--- src/rtl/lockstep_sync_pkg.sv ---
// Shared types and helpers for the lockstep resynchronisation controller.
package lockstep_sync_pkg;

  // Recovery FSM states; the encoding is visible on state_o.
  typedef enum logic [1:0] {
    SYNC_RUN     = 2'd0,
    SYNC_UNLOAD  = 2'd1,
    SYNC_SETBACK = 2'd2,
    SYNC_RELOAD  = 2'd3
  } sync_state_e;

  // The only redundancy levels the voter knows how to handle.
  localparam int unsigned DmrCores = 2;
  localparam int unsigned TmrCores = 3;

  // Saturating increment; counters up to 32 bits wide are handled by
  // zero-extending into this helper and truncating the result.
  function automatic logic [31:0] sat_inc(input logic [31:0] val, input logic [31:0] max_val);
    return (val >= max_val) ? max_val : val + 32'd1;
  endfunction

endpackage

--- src/rtl/lockstep_voter.sv ---
// Masked majority voter (TMR) or comparator (DMR) for the redundant cores.
module lockstep_voter
  import lockstep_sync_pkg::*;
#(
  parameter int unsigned NumCores = 3,
  parameter int unsigned OutWidth = 72
) (
  input  logic [NumCores-1:0][OutWidth-1:0] core_out_i,
  input  logic [OutWidth-1:0]               compare_mask_i,
  output logic [OutWidth-1:0]               voted_o,
  output logic [NumCores-1:0]               mismatch_o,
  output logic                              uncorrectable_o
);

  if (NumCores == TmrCores) begin : g_tmr
    logic [OutWidth-1:0] a, b, c;
    assign a = core_out_i[0];
    assign b = core_out_i[1];
    assign c = core_out_i[2];

    // Bitwise 2-of-3 majority; the mask only affects error detection,
    // never the value that is forwarded.
    assign voted_o = (a & b) | (a & c) | (b & c);

    for (genvar i = 0; i < NumCores; i++) begin : g_mm
      assign mismatch_o[i] = |((core_out_i[i] ^ voted_o) & compare_mask_i);
    end

    // No core can be trusted when every pair disagrees somewhere under the mask.
    assign uncorrectable_o = (|((a ^ b) & compare_mask_i)) &
                             (|((a ^ c) & compare_mask_i)) &
                             (|((b ^ c) & compare_mask_i));
  end else begin : g_dmr
    logic diff;
    // With two cores the faulty one cannot be identified: blame both.
    assign diff            = |((core_out_i[0] ^ core_out_i[1]) & compare_mask_i);
    assign voted_o         = core_out_i[0];
    assign mismatch_o      = {NumCores{diff}};
    assign uncorrectable_o = diff;
  end

endmodule

--- src/rtl/lockstep_sync_ctrl.sv ---
// Lockstep resynchronisation controller: voting, per-core mismatch counters
// and the RUN/UNLOAD/SETBACK/RELOAD recovery FSM with a timeout watchdog.
//
// Handshake: unload_done_i and reload_done_i are single-cycle pulses from
// software. unload_done_i is only honoured in UNLOAD, reload_done_i only in
// RELOAD; elsewhere they are ignored. There is no backpressure: a pulse is
// consumed in the cycle it is seen, and a pulse in the same cycle as the
// watchdog expiry wins over the timeout.
module lockstep_sync_ctrl
  import lockstep_sync_pkg::*;
#(
  parameter int unsigned NumCores      = 3,
  parameter int unsigned OutWidth      = 72,
  parameter int unsigned CounterWidth  = 8,
  parameter int unsigned SetbackCycles = 4,
  parameter int unsigned TimeoutCycles = 1024
) (
  input  logic                                  clk_i,
  input  logic                                  rst_ni,
  input  logic [NumCores-1:0][OutWidth-1:0]     core_out_i,
  input  logic [OutWidth-1:0]                   compare_mask_i,
  input  logic                                  fetch_en_i,
  input  logic                                  force_resync_i,
  input  logic                                  setback_en_i,
  input  logic                                  unload_done_i,
  input  logic                                  reload_done_i,
  input  logic                                  cnt_clear_i,
  output logic [OutWidth-1:0]                   voted_o,
  output logic [NumCores-1:0]                   mismatch_o,
  output logic                                  uncorrectable_o,
  output logic                                  resync_req_o,
  output logic [NumCores-1:0]                   core_setback_o,
  output logic [1:0]                            state_o,
  output logic [NumCores-1:0][CounterWidth-1:0] mismatch_cnt_o,
  output logic                                  timeout_o
);

  if (!(NumCores == DmrCores || NumCores == TmrCores)) begin : g_bad_cores
    $error("lockstep_sync_ctrl: NumCores must be 2 or 3");
  end

  localparam int unsigned TimerW = $clog2(TimeoutCycles);
  localparam int unsigned SbW    = (SetbackCycles > 1) ? $clog2(SetbackCycles) : 1;
  localparam logic [TimerW-1:0] TimerLast = TimerW'(TimeoutCycles - 1);
  localparam logic [SbW-1:0]    SbLast    = SbW'(SetbackCycles - 1);
  localparam logic [31:0]       CntMax    = 32'({CounterWidth{1'b1}});

  sync_state_e state_q, state_d;
  logic [TimerW-1:0] timer_q, timer_d;
  logic [SbW-1:0]    sb_cnt_q, sb_cnt_d;
  logic              setback_q;
  logic [NumCores-1:0][CounterWidth-1:0] cnt_q;
  logic any_mm, timer_hit, sb_hit, count_en;

  lockstep_voter #(
    .NumCores (NumCores),
    .OutWidth (OutWidth)
  ) u_voter (
    .core_out_i      (core_out_i),
    .compare_mask_i  (compare_mask_i),
    .voted_o         (voted_o),
    .mismatch_o      (mismatch_o),
    .uncorrectable_o (uncorrectable_o)
  );

  assign any_mm         = |mismatch_o;
  assign timer_hit      = (timer_q == TimerLast);
  assign sb_hit         = (sb_cnt_q == SbLast);
  assign count_en       = (state_q == SYNC_RUN) && fetch_en_i;
  assign resync_req_o   = (state_q != SYNC_RUN) | any_mm | force_resync_i;
  assign core_setback_o = {NumCores{setback_q}};
  assign state_o        = state_q;
  assign mismatch_cnt_o = cnt_q;

  // Next state: fetch disable dominates, then the watchdog, then normal flow.
  always_comb begin
    state_d   = state_q;
    timeout_o = 1'b0;
    if (!fetch_en_i) begin
      state_d = SYNC_RUN;
    end else begin
      case (state_q)
        SYNC_RUN: begin
          if (any_mm || force_resync_i) state_d = SYNC_UNLOAD;
        end
        SYNC_UNLOAD: begin
          if (unload_done_i) begin
            state_d = setback_en_i ? SYNC_SETBACK : SYNC_RELOAD;
          end else if (timer_hit) begin
            state_d   = SYNC_RUN;
            timeout_o = 1'b1;
          end
        end
        SYNC_SETBACK: begin
          if (sb_hit) state_d = SYNC_RELOAD;
        end
        SYNC_RELOAD: begin
          if (reload_done_i) begin
            state_d = SYNC_RUN;
          end else if (timer_hit) begin
            state_d   = SYNC_RUN;
            timeout_o = 1'b1;
          end else if (any_mm && setback_en_i) begin
            state_d = SYNC_SETBACK;
          end
        end
        default: state_d = SYNC_RUN;
      endcase
    end
  end

  // Watchdog and setback-length counters restart on every state change.
  always_comb begin
    timer_d  = '0;
    sb_cnt_d = '0;
    if (state_d == state_q) begin
      if (state_q == SYNC_UNLOAD || state_q == SYNC_RELOAD) timer_d = timer_q + TimerW'(1);
      if (state_q == SYNC_SETBACK) sb_cnt_d = sb_cnt_q + SbW'(1);
    end
  end

  // State, timers and the registered setback drive.
  always_ff @(posedge clk_i or negedge rst_ni) begin
    if (!rst_ni) begin
      state_q   <= SYNC_RUN;
      timer_q   <= '0;
      sb_cnt_q  <= '0;
      setback_q <= 1'b0;
    end else begin
      state_q   <= state_d;
      timer_q   <= timer_d;
      sb_cnt_q  <= sb_cnt_d;
      setback_q <= (state_d == SYNC_SETBACK);
    end
  end

  // Per-core saturating mismatch counters; clear beats a same-cycle increment.
  always_ff @(posedge clk_i or negedge rst_ni) begin
    if (!rst_ni) begin
      cnt_q <= '0;
    end else begin
      for (int i = 0; i < NumCores; i++) begin
        if (cnt_clear_i) begin
          cnt_q[i] <= '0;
        end else if (count_en && mismatch_o[i]) begin
          cnt_q[i] <= CounterWidth'(sat_inc(32'(cnt_q[i]), CntMax));
        end
      end
    end
  end

endmodule

--- config.mk ---
export PLATFORM = sky130hd
export DESIGN_NAME = lockstep_sync_ctrl
export DESIGN_NICKNAME = d
export VERILOG_FILES = /design/src/rtl/lockstep_sync_pkg.sv /design/src/rtl/lockstep_voter.sv /design/src/rtl/lockstep_sync_ctrl.sv
export SDC_FILE = /design/constraint.sdc
export NUM_CORES = 1
export LEC_CHECK = 0
export BUFFER_PORTS_ARGS = -buffer_cell sky130_fd_sc_hd__buf_2
export CORE_AREA = 5 5 155 157
export DETAILED_ROUTE_END_ITERATION = 12
export DIE_AREA = 0 0 160 162
export PLACE_DENSITY = 0.76
export SYNTH_ARGS = -nofsm -noshare
export SYNTH_HDL_FRONTEND = slang
export SYNTH_SLANG_ARGS = --single-unit
--- constraint.sdc ---
create_clock -name clk_i -period 7.94 [get_ports clk_i]
set_input_delay 1.588 -clock clk_i [delete_from_list [all_inputs] [get_ports clk_i]]
set_output_delay 1.588 -clock clk_i [all_outputs]
set_load 0.005 [all_outputs]
==> results of run 1 <==
-- sequential cells by signal, indices dropped and copies added (netlist names) --
register	flops
mismatch_cnt_o	24
timer_q	10
setback_q	1
state_o	2
sb_cnt_q	2
-- placed cells by master, fill, tap and decap left out, types with 6 or more instances in the layout --
cell / count
buf_2: 402
nand4_1: 37
nor3_1: 20
a2111oi_0: 13
nor3_2: 31
mux2i_1: 39
o21ai_0: 9
or3_1: 35
nand3_1: 16
a22oi_1: 85
xnor2_1: 117
diode_2: 6
xor2_1: 58
o31ai_1: 14
ha_1: 221
o311a_1: 13
a221oi_1: 48
and3_2: 7
or4_1: 13
a22o_1: 53
nand2_1: 71
nor2_1: 20
dfrtp_1: 39
a21o_1: 6
inv_1: 57
nand2b_1: 43
-- area by class of cell --
type / instances / area, um^2 / area share, %
Multi-Input combinational cell: 1028 / 8977 / 70.52
Timing Repair Buffer: 403 / 2019 / 15.86
Antenna cell: 6 / 15.01 / 0.1179
Sequential cell: 39 / 975.9 / 7.666
Tap cell: 285 / 356.6 / 2.801
Clock inverter: 3 / 43.79 / 0.3440
Clock buffer: 5 / 125.1 / 0.9828
Inverter: 58 / 217.7 / 1.710
-- worst register-to-register path, cell delays in order (launching register included) --
cell	delay (ns)
dfrtp_1	0.51
nor2_1	0.28
nand2_1	0.40
o21bai_1	0.54
or4b_2	0.76
o211a_1	0.14
-- cells by family after synthesis --
| family | share of synthesized area (%) |
|---|---|
| flip-flops | 9.436 |
| AO/OA/AOI/OAI | 21.67 |
| AND/OR/NAND/NOR | 19.65 |
| multiplexers | 3.774 |
| buffers and inverters | 3.762 |
| XOR/XNOR | 14.98 |
| adder cells (fa/ha/maj) | 26.74 |
-- where the power goes --
part,switching (mW),total (mW),internal (mW),leakage [nW]
Combinational,0.518,0.860,0.342,5.67
Sequential,0.00771,0.211,0.203,0.539
Clock,0.0804,0.228,0.148,0.0838
-- worst min-delay path by stage --
stage | from | endpoint | cells past startpoint
global placement | sb_cnt_q[0] | sb_cnt_q[0] | 1
CTS | sb_cnt_q[0] | sb_cnt_q[0] | 1
floorplan | sb_cnt_q[0] | sb_cnt_q[0] | 1
finish | sb_cnt_q[0] | sb_cnt_q[0] | 1
global route | sb_cnt_q[0] | sb_cnt_q[0] | 1
detailed placement | sb_cnt_q[0] | sb_cnt_q[0] | 1
-- routing by layer --
| layer | global-route usage, % | wire, um | up-vias |
|---|---|---|---|
| li1 | - | - | 5294 |
| met1 | 47.19 | 20120 | 5724 |
| met2 | 64.64 | 24330 | 776 |
| met3 | 12.74 | 6355 | 179 |
| met4 | 19.98 | 3395 | 4 |
| met5 | 0 | 27 | - |
==> metrics, run 1 <==
number of H-tree branching levels 2; detailed-placement wirelength estimate 48070 um; placed cell area between 10000 and 15000 um^2; number of I/O port buffers 402; proportion of layout cells with a drive suffix above 1 between 30% and 40%; synthesis warning total 0; library cell used as clock root buffer clkbuf_16; Worst Setup Path Type input port to primary output; fraction of the core area covered by cells at the end of the flow 56.92%; Fillers approximately 2100; total number of vias 11977; static leakage approximately 6.3 nW; number of clock sinks 39; worst-case clock skew between 0.005 and 0.006 ns; Residual DRC 0; cell type with the highest aggregate area in the netlist ha_1; outcome completed; worst path required time between 6 and 7 ns; pin slew with the least headroom to its limit about 1.1 ns; residual antenna-violating net count after detailed routing 0; Worst Path Max Fanout 12; largest net degree at the start of global routing 40; post-route clock period utilization 84.94%; most used standard cells in the synthesized netlist ha_1, xnor2_1, a22oi_1, nand2_1, xor2_1; clock tree from TritonCTS done; slew margin rel. 26.73%; total of flip-flops plus latches after synthesis 39; initial antenna violation count 9; Design Power about 1.3 mW; number of buffers inserted during clock tree synthesis 5; setup-violating endpoint count in the final report 0; number of enable flip-flop cells after synthesis 0; count of max-cap constraint violations 0; count of pins on the block boundary ~400; global placement routability congestion ~1.1; number of hold buffers added after CTS 0; synth unique cells 57; Crit. Startpoint core_out_i[34]; cell with the most instances after synthesis ha_1; Die Area about 26000 um^2; clk buf depth 2; fraction of synthesized cell area taken by the top area cell type 26.74%; detailed-router iteration count before antenna repair 8; hold slack 0.4459 ns; effective utilization at floorplan between 40% and 50%; horizontal die dimension about 160 um; Hold/Removal Path Class flip-flop to flip-flop; Layout area overhead 23.09%; Worst path max stage delay between 0.8 and 0.9 ns; Worst Setup Slack, final approximately 1.2 ns; mapped cell area 10340 um^2; post-CTS setup buffer count 0; Die Height ~160 um; Fin Setup TNS 0 ns; critical path's most frequent cell buf_2; overall routed net length approximately 54000 um; setup slack on the worst flop-to-flop path about 5.2 ns; grt total ovfl 0; sum of buffers and inverters on the critical path 3; worst-case vdd ir drop ~0.00013 V; CP top delay family simple AND/OR/NAND/NOR gates; kind of start point of the critical path input port; pwr dens just over 100 nW/um^2; end of the worst register-to-register path mismatch_cnt_o[23]; number of cells on the worst reg-to-reg path 5; final slew viol count 0; routed vias/inst between 6 and 7; cell at the slowest stage of the critical path a2111oi_0; synthesized net count about 1700; global-route usage over all layers roughly two fifths; worst setup timing slack at the placement stage 1.253 ns; post-CTS resize count 0; clock-pin slew on the worst setup and hold paths around 0.060 ns; post-synthesis area per instance roughly 8.9 um^2; Core ar. 22370 um^2; fin nets between 2000 and 2500; Max Fclk 148.3 MHz; drt wl/cell roughly 30 um; wire length of the first global-routing pass slightly below 80000 um; ordered list of cells on the worst path buf_2 > ha_1 > or3_1 > mux2i_1 > a2111oi_0 > nand4_1 > or4_4 > nor2_1 > inv_1 > buf_2; Tmin final just under 7 ns; number of global-route vias before repair roughly 12000; WP depth 10; Iteration-0 DRC Markers about 1300; final hold violations 0; placed insts about 1800; number of instances in the synthesized netlist approximately 1200; source-to-sink clock delay at the later pin of the worst-skew pair approximately 0.28 ns; top cells by area in the synthesized netlist ha_1, xnor2_1, dfrtp_1; Post-Layout Cell Count roughly 1800; arrival time of data at the critical path endpoint between 5 and 6 ns; termination of the worst setup path mismatch_o[1]; standard-cell rows 55; predominant post-synthesis flop cell dfrtp_1; Seq/Total Area, Yosys a little under a tenth; RSZ-0062 raised after global routing no; final design instance area without fill around 13000 um^2; launch point of the worst reg-to-reg path state_o[0]; asr flop ratio synth 100.0%; nature of the critical path endpoint primary output
Power figures use the tool's default switching activity.
==> run 2: changes to the inputs <==
--- a/config.mk
+++ b/config.mk
@@ -5,11 +5,13 @@
 export SDC_FILE = /design/constraint.sdc
 export NUM_CORES = 1
 export LEC_CHECK = 0
+export ABC_AREA = 1
 export BUFFER_PORTS_ARGS = -buffer_cell sky130_fd_sc_hd__buf_2
-export CORE_AREA = 5 5 155 157
+export CORE_ASPECT_RATIO = 2
+export CORE_MARGIN = 5
+export CORE_UTILIZATION = 53
 export DETAILED_ROUTE_END_ITERATION = 12
-export DIE_AREA = 0 0 160 162
-export PLACE_DENSITY = 0.76
+export PLACE_DENSITY = 0.84
 export SYNTH_ARGS = -nofsm -noshare
 export SYNTH_HDL_FRONTEND = slang
 export SYNTH_SLANG_ARGS = --single-unit
==> constraint.sdc (replaced) <==
create_clock -name clk_i -period 6.6 [get_ports clk_i]
set_input_delay 1.32 -clock clk_i [delete_from_list [all_inputs] [get_ports clk_i]]
set_output_delay 1.32 -clock clk_i [all_outputs]
set_load 0.005 [all_outputs]
==> run 2 against run 1 <==
  * Via count up 25%
  * Combinational power grew 8.0%
  * Cell count increased by 41%
  * Worst setup slack improved by 0.15 ns
  * Largest cell class unchanged
==> metrics, run 2 <==
outcome completed; source-to-sink clock delay at the later pin of the worst-skew pair 0.29 ns (about the same); clock-pin slew on the worst setup and hold paths 0.06 ns (about the same); total length of routed met3 wires 3330 um (-48%); fin nets 2800 (+36%); most common cell after layout, fill and taps aside nand2_1; flip-flop count of the largest register after layout 24 (unchanged); mapped cell area 11480 um^2 (+11%); slew margin rel. 36.56% (+9.8 points); horizontal die dimension 114.1 um (-29%); Tmin final ~5.3 ns; global placement routability congestion 0.9935 (-7.6%); static leakage 7.820 nW (+24%); clock tree from TritonCTS done; number of global-route vias before repair 14598 (+22%); effective utilization at floorplan 53.43% (+7.2 points); Hold/Removal Path Class flip-flop to flip-flop; post-synthesis area per instance 6.114 um^2 (-31%); Max Fclk roughly 190 MHz; final slew viol count 0 (unchanged); number of I/O port buffers 402 (unchanged); residual antenna-violating net count after detailed routing 0 (unchanged); grt total ovfl 0 (unchanged); highest-count cells in the layout ignoring fill and taps nand2_1, buf_2, nand3_1, inv_1, ha_1; cell type with the highest aggregate area in the netlist ha_1; detailed-router iteration count before antenna repair 7 (-1); Die Height 218.2 um (+35%); Design Power 1.436 mW (+11%); post-CTS setup buffer count 0 (unchanged); fraction of synthesized cell area taken by the top area cell type 24.08% (-2.7 points); initial antenna violation count 15 (+6); detailed-placement wirelength estimate 41160 um (-14%); worst-case clock skew 0.007084 ns (+0.001272 ns); number of buffers inserted during clock tree synthesis 5 (unchanged); pin slew with the least headroom to its limit 0.9516 ns (-0.1197 ns); synth unique cells 35 (-39%); number of hold buffers added after CTS 0 (unchanged); standard-cell rows 76 (+38%); Core ar. 21490 um^2 (-3.9%); Worst Path Max Fanout 4 (-8); Iteration-0 DRC Markers 976 (-25%); total of flip-flops plus latches after synthesis 39 (unchanged); synthesis warning total 0 (unchanged); final design instance area without fill 13990 um^2 (+9.9%); Die Area 24890 um^2 (-4.0%); worst path required time 5.28 ns (-1.07 ns); asr flop ratio synth 100.0% (unchanged); Residual DRC 0 (unchanged); met1 layer wirelength in the final routing 14330 um (-29%); pwr dens 102.7 nW/um^2 (+0.59%); global-route usage over all layers 35.29% (-4.4 points); most used standard cells in the synthesized netlist nand2_1, nand3_1, inv_1, ha_1, nor2_1; number of enable flip-flop cells after synthesis 0 (unchanged); setup slack on the worst flop-to-flop path 4.45 ns (-0.73 ns); number of clock sinks 39 (unchanged); highest metal layer used by the detailed router met5; proportion of layout cells with a drive suffix above 1 19.22% (-12 points); library cell used as clock root buffer clkbuf_16; kind of start point of the critical path input port; wire length of the first global-routing pass 70340 um (-8.6%); met2 wirelength from detailed routing 23570 um (-3.1%); setup-violating endpoint count in the final report 0 (unchanged); count of max-cap constraint violations 0 (unchanged); drt wl/cell 17.90 um (-40%); synthesized net count 2395 (+42%); clk buf depth 2 (unchanged); number of H-tree branching levels 2 (unchanged); worst-case vdd ir drop 0.0001426 V (+13%); nature of the critical path endpoint primary output; largest net degree at the start of global routing 40 (unchanged); number of instances in the synthesized netlist 1878 (+61%); Post-Layout Cell Count 2568 (+41%); Seq/Total Area, Yosys 8.500% (-0.94 points); post-CTS resize count 0 (unchanged); final hold violations 0 (unchanged); top cells by area in the synthesized netlist ha_1, nand2_1, nand3_1; overall routed net length 45970 um (-15%); predominant post-synthesis flop cell dfrtp_1; routed vias/inst 5.815 (-11%); Layout area overhead 21.86%; cell with the most instances after synthesis nand2_1; arrival time of data at the critical path endpoint 3.94 ns (-1.22 ns); RSZ-0062 raised after global routing no; placed insts 2549 (+41%); Worst Setup Path Type input port to primary output; count of pins on the block boundary 403 (unchanged); placed cell area 13810 um^2 (+10%); Fin Setup TNS 0 ns (unchanged); post-route clock period utilization between 70% and 80%; total number of vias 14932 (+25%)
-- run 2: cell count changes after synthesis, moves of 43 or more --
| cell | previous run | this run |
|---|---|---|
| inv_1 | 57 | 234 |
| xor2_1 | 58 | 12 |
| a22oi_1 | 85 | 0 |
| nand2_1 | 71 | 521 |
| xnor2_1 | 117 | 1 |
| nand3_1 | 16 | 259 |
| nor2_1 | 20 | 191 |
| nand3b_1 | 0 | 127 |
| nand2b_1 | 43 | 0 |
-- run 2: final timing paths --
path | end | startpoint | depth (start not counted)
min reg2reg | sb_cnt_q[0] | sb_cnt_q[0] | 1
max | uncorrectable_o | core_out_i[9] | 10
min | sb_cnt_q[0] | sb_cnt_q[0] | 1
max reg2reg | timer_q[9] | timer_q[0] | 14
min in group asynchronous | timer_q[7] | rst_ni | 1
max in group asynchronous | mismatch_cnt_o[0] | rst_ni | 1
-- run 2: critical path: stages --
cell and delay, ns:
buf_2 0.13, ha_1 0.29, a22o_1 0.21, a211oi_1 0.62, nand4_1 0.31, nor4_1 0.52
nand3_1 0.14, nand2_1 0.09, a31oi_1 0.08, buf_2 0.21
-- run 2: area by class of cell --
| type | count | area, um^2 |
|---|---|---|
| Sequential cell | 39 | 975.9 |
| Tap cell | 273 | 341.6 |
| Clock buffer | 6 | 138.9 |
| Fill cell | 2040 | 7498 |
| Clock inverter | 2 | 16.27 |
| Inverter | 235 | 882.1 |
| Timing Repair Buffer | 402 | 2012 |
| Multi-Input combinational cell | 1600 | 9598 |
| Antenna cell | 11 | 27.53 |
-- run 2: per-stage QoR --
| step | setup WS (ns) | utilization [%] | hold slack (ns) |
|---|---|---|---|
| finish | 1.343 | 65.11 | 0.4419 |
| global route | 1.302 | 65.09 | 0.4686 |
| CTS | 1.381 | 64.98 | 0.4401 |
| detailed placement | 1.382 | 64.26 | 0.4321 |
| global placement | 1.335 | 64.26 | 0.4178 |
| floorplan | 2.577 | - | 0.4066 |
-- run 2: power breakdown --
group / switching, mW / leakage, nW / total (mW) / internal [mW]
Combinational: 0.570 / 7.21 / 0.929 / 0.358
Sequential: 0.00841 / 0.539 / 0.255 / 0.247
Clock: 0.102 / 0.0731 / 0.253 / 0.151
Total: 0.680 / 7.82 / 1.44 / 0.756
-- run 2: layer usage --
layer / global-route usage [%] / vias to the layer above
li1: - / 7263
met1: 31.23 / 6749
met2: 65.32 / 669
met3: 7.675 / 241
met4: 30.16 / 10
met5: 0 / -
-- run 2: cells by family after synthesis --
group	Yosys count	share of synthesized area, %
flip-flops	39	8.500
XOR/XNOR	13	0.9916
buffers and inverters	239	7.911
AND/OR/NAND/NOR	1179	47.29
adder cells (fa/ha/maj)	221	24.08
AO/OA/AOI/OAI	187	11.22
